[src/rtl/md_pkg.sv]
// -----------------------------------------------------------------------------
// md_pkg
// Shared types and constants for the mul/div issue controller and its future
// FP-divide sibling: FSM state encoding, default latencies, counter width and
// the helper that computes the RUN counter preload for an operation class.
// -----------------------------------------------------------------------------
package md_pkg;

  typedef enum logic [1:0] {
    IDLE = 2'd0,
    RUN  = 2'd1,
    DONE = 2'd2
  } md_state_e;

  localparam int MUL_CYCLES_DEF = 4;
  localparam int DIV_CYCLES_DEF = 32;
  localparam int CNT_W          = 6;

  // RUN lasts exactly n cycles: the counter is preloaded with n-1 and DONE
  // follows the cycle in which it reads zero.
  function automatic logic [CNT_W-1:0] run_cnt_init(input logic is_div,
                                                    input int   mul_cycles,
                                                    input int   div_cycles);
    int n;
    n = is_div ? div_cycles : mul_cycles;
    return CNT_W'(n - 1);
  endfunction

endpackage

[src/rtl/md_hazard_cmp.sv]
// -----------------------------------------------------------------------------
// md_hazard_cmp
// Purely combinational comparison of an ID-stage instruction against the
// destination register of an in-flight long-latency operation.
//   busy_rd          in  5  destination held by the in-flight operation (0 = none)
//   rs1 / rs2        in  5  ID source registers
//   rs1_used/rs2_used in 1  source is actually read
//   rd               in  5  ID destination
//   regwrite         in  1  ID instruction writes rd
//   raw              out 1  ID reads the busy register
//   waw              out 1  ID writes the busy register
// x0 is never busy, so a zero busy_rd disables both outputs.
// -----------------------------------------------------------------------------
module md_hazard_cmp (
  input  logic [4:0] busy_rd,
  input  logic [4:0] rs1,
  input  logic [4:0] rs2,
  input  logic       rs1_used,
  input  logic       rs2_used,
  input  logic [4:0] rd,
  input  logic       regwrite,
  output logic       raw,
  output logic       waw
);

  logic busy_nz;

  assign busy_nz = (busy_rd != 5'd0);

  assign raw = busy_nz & ((rs1_used & (rs1 == busy_rd)) |
                          (rs2_used & (rs2 == busy_rd)));

  assign waw = busy_nz & regwrite & (rd == busy_rd);

endmodule

[src/rtl/md_issue_ctrl.sv]
// -----------------------------------------------------------------------------
// md_issue_ctrl
// Issue/writeback controller for the iterative mul/div unit in EX. Accepts one
// operation at a time from ID, pulses the unit start, times the RUN phase with
// a down-counter, then holds the result until the shared writeback port is not
// claimed by MEM. Stalls ID on structural, RAW and WAW hazards against the
// in-flight destination, through the writeback cycle itself.
//   clk, rst_n                       clock / async active-low reset
//   id_md_req, id_is_div             ID mul/div request and its class
//   id_rd, id_regwrite               ID destination and write enable
//   id_rs1/2, id_rs1/2_used          ID sources and their use flags
//   flush                            kills the ID instruction this cycle
//   mem_regwrite                     MEM owns the writeback port this cycle
//   unit_start, unit_is_div          start pulse and class to the unit
//   md_stall                         freeze PC/IF/ID, bubble into EX
//   wb_valid, wb_fire, wb_rd         held result, write strobe, destination
// -----------------------------------------------------------------------------
module md_issue_ctrl
  import md_pkg::*;
#(
  parameter int MUL_CYCLES = MUL_CYCLES_DEF,
  parameter int DIV_CYCLES = DIV_CYCLES_DEF
) (
  input  logic       clk,
  input  logic       rst_n,
  input  logic       id_md_req,
  input  logic       id_is_div,
  input  logic [4:0] id_rd,
  input  logic       id_regwrite,
  input  logic [4:0] id_rs1,
  input  logic [4:0] id_rs2,
  input  logic       id_rs1_used,
  input  logic       id_rs2_used,
  input  logic       flush,
  input  logic       mem_regwrite,
  output logic       unit_start,
  output logic       unit_is_div,
  output logic       md_stall,
  output logic       wb_valid,
  output logic       wb_fire,
  output logic [4:0] wb_rd
);

  md_state_e        state, state_next;
  logic [CNT_W-1:0] cnt;
  logic [4:0]       busy_rd;
  logic             is_div;

  logic issue;
  logic busy;
  logic raw, waw;

  // A flushed ID instruction is younger than the branch and must not start.
  // An operation already past IDLE is older and is never cancelled here.
  assign issue = (state == IDLE) & id_md_req & ~flush;
  assign busy  = (state != IDLE);

  md_hazard_cmp u_hazard_cmp (
    .busy_rd  (busy_rd),
    .rs1      (id_rs1),
    .rs2      (id_rs2),
    .rs1_used (id_rs1_used),
    .rs2_used (id_rs2_used),
    .rd       (id_rd),
    .regwrite (id_regwrite),
    .raw      (raw),
    .waw      (waw)
  );

  // Held through the wb_fire cycle (state is still DONE), released the cycle
  // after, when the regfile already holds the value. flush is deliberately
  // not a term: the hazard unit ORs the two stall sources.
  assign md_stall = busy & (id_md_req | raw | waw);

  // NOTE: sequential state uses non-blocking assignments so every register
  // samples the pre-edge values, independent of statement order.
  always_ff @(posedge clk or negedge rst_n) begin
    if (!rst_n) begin
      state <= IDLE;
    end else begin
      state <= state_next;
    end
  end

  always_ff @(posedge clk or negedge rst_n) begin
    if (!rst_n) begin
      cnt     <= '0;
      busy_rd <= 5'd0;
      is_div  <= 1'b0;
    end else if (issue) begin
      cnt     <= run_cnt_init(id_is_div, MUL_CYCLES, DIV_CYCLES);
      // A non-writing op gets busy_rd=0: no hazards, result discarded.
      busy_rd <= id_regwrite ? id_rd : 5'd0;
      is_div  <= id_is_div;
    end else if ((state == RUN) && (cnt != '0)) begin
      cnt <= cnt - 1'b1;
    end
  end

  // NOTE: every output of this block gets a default before the case, so no
  // path leaves a signal unassigned and no latch is inferred.
  always_comb begin
    state_next  = state;
    unit_start  = 1'b0;
    unit_is_div = is_div;
    wb_valid    = 1'b0;
    wb_fire     = 1'b0;
    wb_rd       = 5'd0;

    case (state)
      IDLE: begin
        if (issue) begin
          unit_start  = 1'b1;
          unit_is_div = id_is_div;
          state_next  = RUN;
        end
      end

      RUN: begin
        if (cnt == '0) begin
          state_next = DONE;
        end
      end

      DONE: begin
        wb_rd = busy_rd;
        if (busy_rd == 5'd0) begin
          // Discarded result: one DONE cycle, no writeback request.
          state_next = IDLE;
        end else begin
          wb_valid = 1'b1;
          // MEM always wins the shared port; wait it out in DONE.
          if (!mem_regwrite) begin
            wb_fire    = 1'b1;
            state_next = IDLE;
          end
        end
      end

      default: begin
        state_next = IDLE;
      end
    endcase
  end

endmodule
[config.mk]
export PLATFORM = sky130hd
export DESIGN_NAME = md_issue_ctrl
export DESIGN_NICKNAME = d
export VERILOG_FILES = /design/src/rtl/md_pkg.sv /design/src/rtl/md_hazard_cmp.sv /design/src/rtl/md_issue_ctrl.sv
export SDC_FILE = /design/constraint.sdc
export NUM_CORES = 1
export LEC_CHECK = 0
export ABC_CLOCK_PERIOD_IN_PS = 2500
export BUFFER_PORTS_ARGS = -buffer_cell sky130_fd_sc_hd__buf_2
export CAP_MARGIN = 20
export CELL_PAD_IN_SITES_DETAIL_PLACEMENT = 1
export CELL_PAD_IN_SITES_GLOBAL_PLACEMENT = 1
export CORE_MARGIN = 1
export CORE_UTILIZATION = 35
export DETAILED_ROUTE_END_ITERATION = 6
export HOLD_SLACK_MARGIN = 0.12
export PLACE_DENSITY = 0.82
export SETUP_SLACK_MARGIN = 0.15
export SLEW_MARGIN = 10
export SYNTH_ARGS = -nofsm -noshare
export SYNTH_HDL_FRONTEND = slang
export SYNTH_SLANG_ARGS = --single-unit
[constraint.sdc]
create_clock -name clk -period 2.5 [get_ports clk]
set_input_delay 0.125 -clock clk [delete_from_list [all_inputs] [get_ports clk]]
set_output_delay 0.125 -clock clk [all_outputs]
set_load 0.02 [all_outputs]
==> results of run 1 <==
area by class of cell:
| class | count | area (sq um) |
|---|---|---|
| clock buffers | 4 | 36.3 |
| fillers | 311 | 1300 |
| inverters | 1 | 16.3 |
| multi-input cells | 85 | 531 |
| flip-flops and latches | 14 | 350 |
| well taps | 30 | 37.5 |
| repair buffers | 42 | 253 |
path summary, 6_finish.rpt:
path | end
setup / recovery | cnt[4]
hold / removal | busy_rd[0]
setup reg to reg | cnt[4]
hold reg to reg | is_div
max in group asynchronous | busy_rd[4]
min in group asynchronous | cnt[5]
cell usage after synthesis:
cell	number
dfrtp_1	14
nor2b_1	4
xnor2_1	4
buf_2	2
a31oi_1	2
a21oi_1	2
o311ai_0	1
nor2_2	1
buf_6	3
ha_1	1
clkbuf_1	2
nor4_1	3
or4b_1	1
o21ai_2	2
nor2_1	2
o221ai_2	1
nand3_1	10
clkinv_8	1
nand2_1	23
or4_1	1
and2_1	6
o22a_1	1
nand3b_1	1
nand2_4	1
nand2b_1	1
o21ai_1	1
xor2_1	13
o211ai_1	1
nor3_1	2
cells by family (layout without fill, tap and decap cells):
family                   count (synthesis)  count (layout)  synth area share
flip-flops                              14              14             0.369
AND/OR/NAND/NOR                         56              56             0.299
AO/OA/AOI/OAI                           11              11            0.0897
adder cells (fa/ha/maj)                  1               1            0.0132
XOR/XNOR                                17              17             0.157
buffers and inverters                    8              47            0.0712
power by group through the flow:
| stage | logic, mW | registers, mW | clock network, mW |
|---|---|---|---|
| floorplan | 0.523 | 0.380 | 0 |
| CTS | 0.563 | 0.477 | 0.168 |
| finish | 0.563 | 0.479 | 0.165 |
| detailed placement | 0.546 | 0.479 | 0 |
| global placement | 0.516 | 0.473 | 0 |
| global route | 0.631 | 0.495 | 0.179 |
sequential cells by signal, indices dropped and copies added, names as in the netlist:
| name | cells |
|---|---|
| cnt | 6 |
| busy_rd | 5 |
| state | 2 |
| is_div | 1 |
routing by layer:
metal / up-vias / track usage / wire length, microns
met5: - / 0 / 0
met4: 0 / 0.0897 / 46
met3: 7 / 0.0395 / 106
met2: 22 / 0.337 / 1330
met1: 452 / 0.259 / 1100
li1: 435 / - / -
timing repair:
action                                 CTS  global route
gates resized for setup                  0             0
buffers inserted                         0             0
hold buffers                             8             0
endpoints found under the hold margin   21             0
worst max-delay path, stage by stage, from the launching register on:
cell      delay [ns]
dfrtp_1         0.42
or4b_1          0.75
nand2_1         0.17
ha_1            0.21
nand2_1         0.11
o311ai_0        0.31
nand2_1         0.09
==> metrics.md, run 1 <==
| Metric | Value |
|---|---|
| Dpl cell area | `0.00111 sq mm` |
| Int Pwr | `0.665 mW` |
| # DRC | `0` |
| Final WS setup | `0.327 ns` |
| Mapped Area | `948 sq um` |
| Clock tree buffer depth | `2` |
| Initial Util | `0.376` |
| Total gr overflow | `0` |
| Fmax | `460 MHz` |
| First-pass GRT wire length | `4.14 mm` |
| Vias per std cell | `5.20` |
| Synthesized Nets | `132` |
| Sequential area share after synthesis | `0.369` |
| Vias in the first global route | `875` |
| Max Clock Skew | `0.00840 ns` |
| Outcome | `finished clean` |
| DIE AREA | `0.00292 sq mm` |
| Gpl congestion | `0.816` |
| CTS sink cnt | `14` |
| DRT Pass-1 Iters | `4` |
| RSZ-0062 raised after global routing | `false` |
| CP Capture Type | `register` |
| Placed cell count | `164` |
| CTS HTree Levels | `1` |
| Combinational share of power | `0.466` |
| PortBufs | `33` |
| Top cells by area, synth | `dfrtp_1 37%, xor2_1 12%, nand2_1 9.1%` |
| Startpoint Class | `register` |
| NetSw | `0.542 mW` |
| Final wirelength | `2.58 mm` |
| Arr. time, crit path | `2.35 ns` |
| CTS tree | `built` |
| Clk_lat worst skew | `0.28 ns` |
| Fin. max-slew vios | `0` |
| Final Cell Area | `0.00122 sq mm` |
| Vias | `916` |
| Number of distinct library cells after synthesis | `29` |
| Num CTS Buffers | `3` |
| Post-layout min period | `2.17 ns` |
| Setup TNS | `0 ns` |
| Hold Slack | `0.125 ns` |
| Setup Viol. Count Final | `0` |
| Worst Setup SP | `state[0]` |
| Pwr dens | `987 mW/mm^2` |
| Cell count of the worst hold path | `3` |
| Cell taking the most area after synthesis | `dfrtp_1` |
| LEAKAGE | `0.638 nW` |
| Hold wc startpoint | `id_regwrite` |
| Synth-to-Final Area Change | `29.0%` |
| FP Rows | `18` |
| Worst-Margin Slew | `0.430 ns` |
| Clock transition at path regs | `0.09 ns` |
| Clk root buf | `clkbuf_4` |
| Crit Path Category | `reg2reg` |
| Most common cell after layout, fill and taps aside | `buf_2` |
| Top Ports | `34` |
| Synth top area share | `0.369` |
| Design Power | `1.21 mW` |
| Sw Share | `0.449` |
| Max-Cap Viols | `0` |
| WL/cell | `14.7 microns` |
| Peak supply drop | `0.000474 V` |
| Synth Warn # | `0` |
| Final Cycle Share | `0.869` |
| Avg Cell Area, Syn | `8.86 sq um` |
| Post-detail-place hpwl | `1.89 mm` |
| Final Util | `0.485` |
| Reg-to-Reg Start | `state[0]` |
| Share of layout cells above drive strength 1 | `0.301` |
| Total Nets Final | `172` |
| Die X | `54.1 microns` |
| Reg2Reg Depth | `6` |
| Dpl ws | `0.363 ns` |
| CORE AREA | `0.00252 sq mm` |
| Die H | `54.1 microns` |
| CP max FO | `6` |
| Total GRT Usage | `0.205` |
| Hold Crit Class | `in2reg` |
| Non-filler instance count after layout | `176` |
| Fin. Hold Viols | `0` |
| Reg-to-reg slack, setup | `0.33 ns` |
| Worst relative slew slack | `0.711` |
| Ant diodes | `0` |
| Clock network fraction of total power | `0.137` |
| Commonest non-fill, non-tap cells in the layout | `33 x buf_2, 23 x nand2_1, 14 x dfrtp_1, 13 x xor2_1, 10 x nand3_1` |
| #FFs+latches synth | `14` |
| Routed Antenna Nets | `0` |
| Cells after Synth | `107` |
| Initial antenna violation count | `0` |
| Crit path required time | `2.67 ns` |
| Largest net degree at the start of global routing | `15` |
| Initial DRC Count | `10` |
| Sequential Power Share | `0.397` |
No activity file was read; power rests on OpenSTA's default activity.
==> inputs of run 2 (changes only) <==
- ABC_AREA: default -> 1
- CORE_UTILIZATION: 35 -> 34
==> run 2 against run 1 <==
Against the previous run: the run now ends with DRC left; flip-flop and latch count unchanged; sequential share of layout area decreased by 2.3 points; cell area increased by 8.7%; critical path depth increased by 3; setup slack improved by 0.39 ns; register-to-register slack improved by 0.39 ns; hold slack improved by 0.0049 ns; critical endpoint unchanged.
==> metrics.md, run 2 <==
| Metric | Value |
|---|---|
| CORE AREA | `0.00285 sq mm` |
| Clock tree buffer depth | `2` |
| Routed Antenna Nets | `0` |
| Top Ports | `34` |
| Die X | `58.0 microns` |
| Crit Path Category | `reg2reg` |
| Mapped Area | `0.00107 sq mm` |
| CTS HTree Levels | `1` |
| CP peak stage delay | `0.43 ns` |
| LEAKAGE | `0.777 nW` |
| # DRC | `4` |
| Cell taking the most area after synthesis | `dfrtp_1` |
| Gpl congestion | `0.937` |
| Fin. Hold Viols | `0` |
| Total GRT Usage | `0.196` |
| Worst-Margin Slew | `0.330 ns` |
| Setup TNS | `0 ns` |
| Clock transition at path regs | `0.09 ns` |
| Violated checks | `DRC` |
| Dpl cell area | `0.00125 sq mm` |
| Vias | `1133` |
| Initial antenna violation count | `0` |
| Final Util | `0.466` |
| Max-Cap Viols | `0` |
| Setup Fix Bufs, Post-CTS | `0` |
| Max Clock Skew | `0.00229 ns` |
| Synth-to-Final Area Change | `24.8%` |
| Largest registers | `cnt: 6 flops, busy_rd: 5 flops, state: 2 flops` |
| Post-layout min period | `1.79 ns` |
| Post-detail-place hpwl | `2.31 mm` |
| DIE AREA | `0.00336 sq mm` |
| Design Power | `1.43 mW` |
| Synth top cells by count | `47 x nand2_1, 28 x inv_1, 24 x nor2_1, 14 x dfrtp_1, 13 x nand3_1` |
| Top FF cell, synth | `dfrtp_1` |
| WL/cell | `12.7 microns` |
| Initial Util | `0.374` |
| CP Capture Type | `register` |
| Num CTS Buffers | `3` |
| Sequential area share after synthesis | `0.329` |
| EDFF count, synth | `0` |
| CP most frequent cell | `nor2_1` |
| Clk_lat worst skew | `0.29 ns` |
| Crit path required time | `2.68 ns` |
| Worst relative slew slack | `0.778` |
| #FFs+latches synth | `14` |
| PortBufs | `33` |
| Final Cycle Share | `0.715` |
| Largest register FFs | `6` |
| Vias in the first global route | `1243` |
| First-pass GRT wire length | `5.07 mm` |
| Vias per std cell | `4.82` |
| Most frequent cell after synthesis | `nand2_1` |
| Ys async rst share | `1.00` |
| Synthesized Nets | `190` |
| Crit path buffers/inverters | `2` |
| Top reg by flops | `cnt` |
| Fmax | `559 MHz` |
| CTS tree | `built` |
| Total Nets Final | `230` |
| Top cells by area, synth | `dfrtp_1 33%, nand2_1 17%, inv_1 9.9%` |
| Synth Warn # | `0` |
| CP delay by family, top | `simple AND/OR/NAND/NOR gates` |
| Clk root buf | `clkbuf_4` |
| Pwr dens | `1080 mW/mm^2` |
| DRT Pass-1 Iters | `6` |
| Initial DRC Count | `37` |
| CP max stage cell | `dfrtp_1` |
| Synth top area share | `0.329` |
| Die H | `58.0 microns` |
| Startpoint Class | `register` |
| Total gr overflow | `0` |
| Final Cell Area | `0.00133 sq mm` |
| Most common cell after layout, fill and taps aside | `nand2_1` |
| CP cell instances | `nor2_4 -> nand2_4 -> inv_2 -> nor2_1 -> inv_1 -> ha_1 -> nand3_1 -> nor3_1 -> nor2_1` |
| Avg Cell Area, Syn | `6.46 sq um` |
| RSZ-0062 raised after global routing | `false` |
| Arr. time, crit path | `1.97 ns` |
| Fin. max-slew vios | `0` |
| Peak supply drop | `0.000556 V` |
| Largest net degree at the start of global routing | `15` |
| Hold Crit Class | `in2reg` |
| Commonest non-fill, non-tap cells in the layout | `47 x nand2_1, 33 x buf_2, 28 x inv_1, 24 x nor2_1, 14 x dfrtp_1` |
| Setup Viol. Count Final | `0` |
| Outcome | `complete, but fails checks` |
| Share of layout cells above drive strength 1 | `0.245` |
| Final wirelength | `2.99 mm` |
| CP max FO | `13` |
| Ant diodes | `0` |
| FP Rows | `19` |
| Number of distinct library cells after synthesis | `22` |
| CTS sink cnt | `14` |
| Cells after Synth | `165` |
run 2: cell types whose count changed in the layout (fill, tap and decap cells not counted), sizes merged, moves of 4 or more:
cell	delta
nor2	+25
xor2	-11
and2	-6
nor2b	-4
dlygate4sd3	-4
inv	+29
o21ai	+7
nand2	+30
run 2: what timing repair did:
action                                 in CTS  in global routing
hold buffers                                4                  0
gates resized for setup                     0                  0
endpoints found under the hold margin      17                  0
run 2: final timing paths:
check	start	end	slack, ns	cells after the start
setup / recovery	state[0]	cnt[4]	0.71	9
hold / removal	id_rd[4]	busy_rd[4]	0.13	3
setup reg to reg	state[0]	cnt[4]	0.71	9
hold reg to reg	is_div	is_div	0.49	2
max in group asynchronous	rst_n	busy_rd[0]	1.99	2
min in group asynchronous	rst_n	cnt[1]	0.26	2
run 2: cell type report:
| type | count | area (sq um) |
|---|---|---|
| clock buffer | 4 | 36.3 |
| fill | 386 | 1520 |
| inverter | 29 | 109 |
| multi-input combinational | 120 | 591 |
| sequential | 14 | 350 |
| tap | 31 | 38.8 |
| timing repair buffer | 37 | 205 |
run 2: power breakdown:
group / total, mW / switching [mW] / internal (mW)
sequential: 0.441 / 0.107 / 0.334
combinational: 0.821 / 0.533 / 0.288
clock: 0.168 / 0.0794 / 0.0887
run 2: worst reg2reg max path, delay by kind of cell, from the launching register on:
kind / cells / cell delay (ns)
and+or+nand+nor: 6 / 0.80
buffers and inverters: 2 / 0.26
adders and majority gates: 1 / 0.19
DFF: 1 / 0.43
run 2: layer usage:
metal,vias to the layer above,global-route usage,share of wire
met3,4,0.0134,0.027
li1,579,-,-
met2,21,0.388,0.56
met1,529,0.217,0.41
met4,0,0.0680,0.0074
met5,-,0,0
run 2: stage by stage:
stage                     instances  worst slack (ns)  hold slack (ns)
final                           235             0.713            0.130
after global routing            235             0.488            0.156
after CTS                       235             0.708            0.132
after detailed placement        227             0.792           0.0432
after global placement          227             0.868           0.0411
after floorplan                 165              1.05           -0.171
run 2: cell families (layout without fill, tap and decap cells):
| family | Yosys count | in the layout | share of synthesized area |
|---|---|---|---|
| simple gates | 99 | 99 | 0.418 |
| compound gates | 13 | 13 | 0.0669 |
| flops | 14 | 14 | 0.329 |
| xor+xnor | 7 | 7 | 0.0575 |
| buf+inv | 31 | 70 | 0.117 |
| fa+ha+maj | 1 | 1 | 0.0117 |
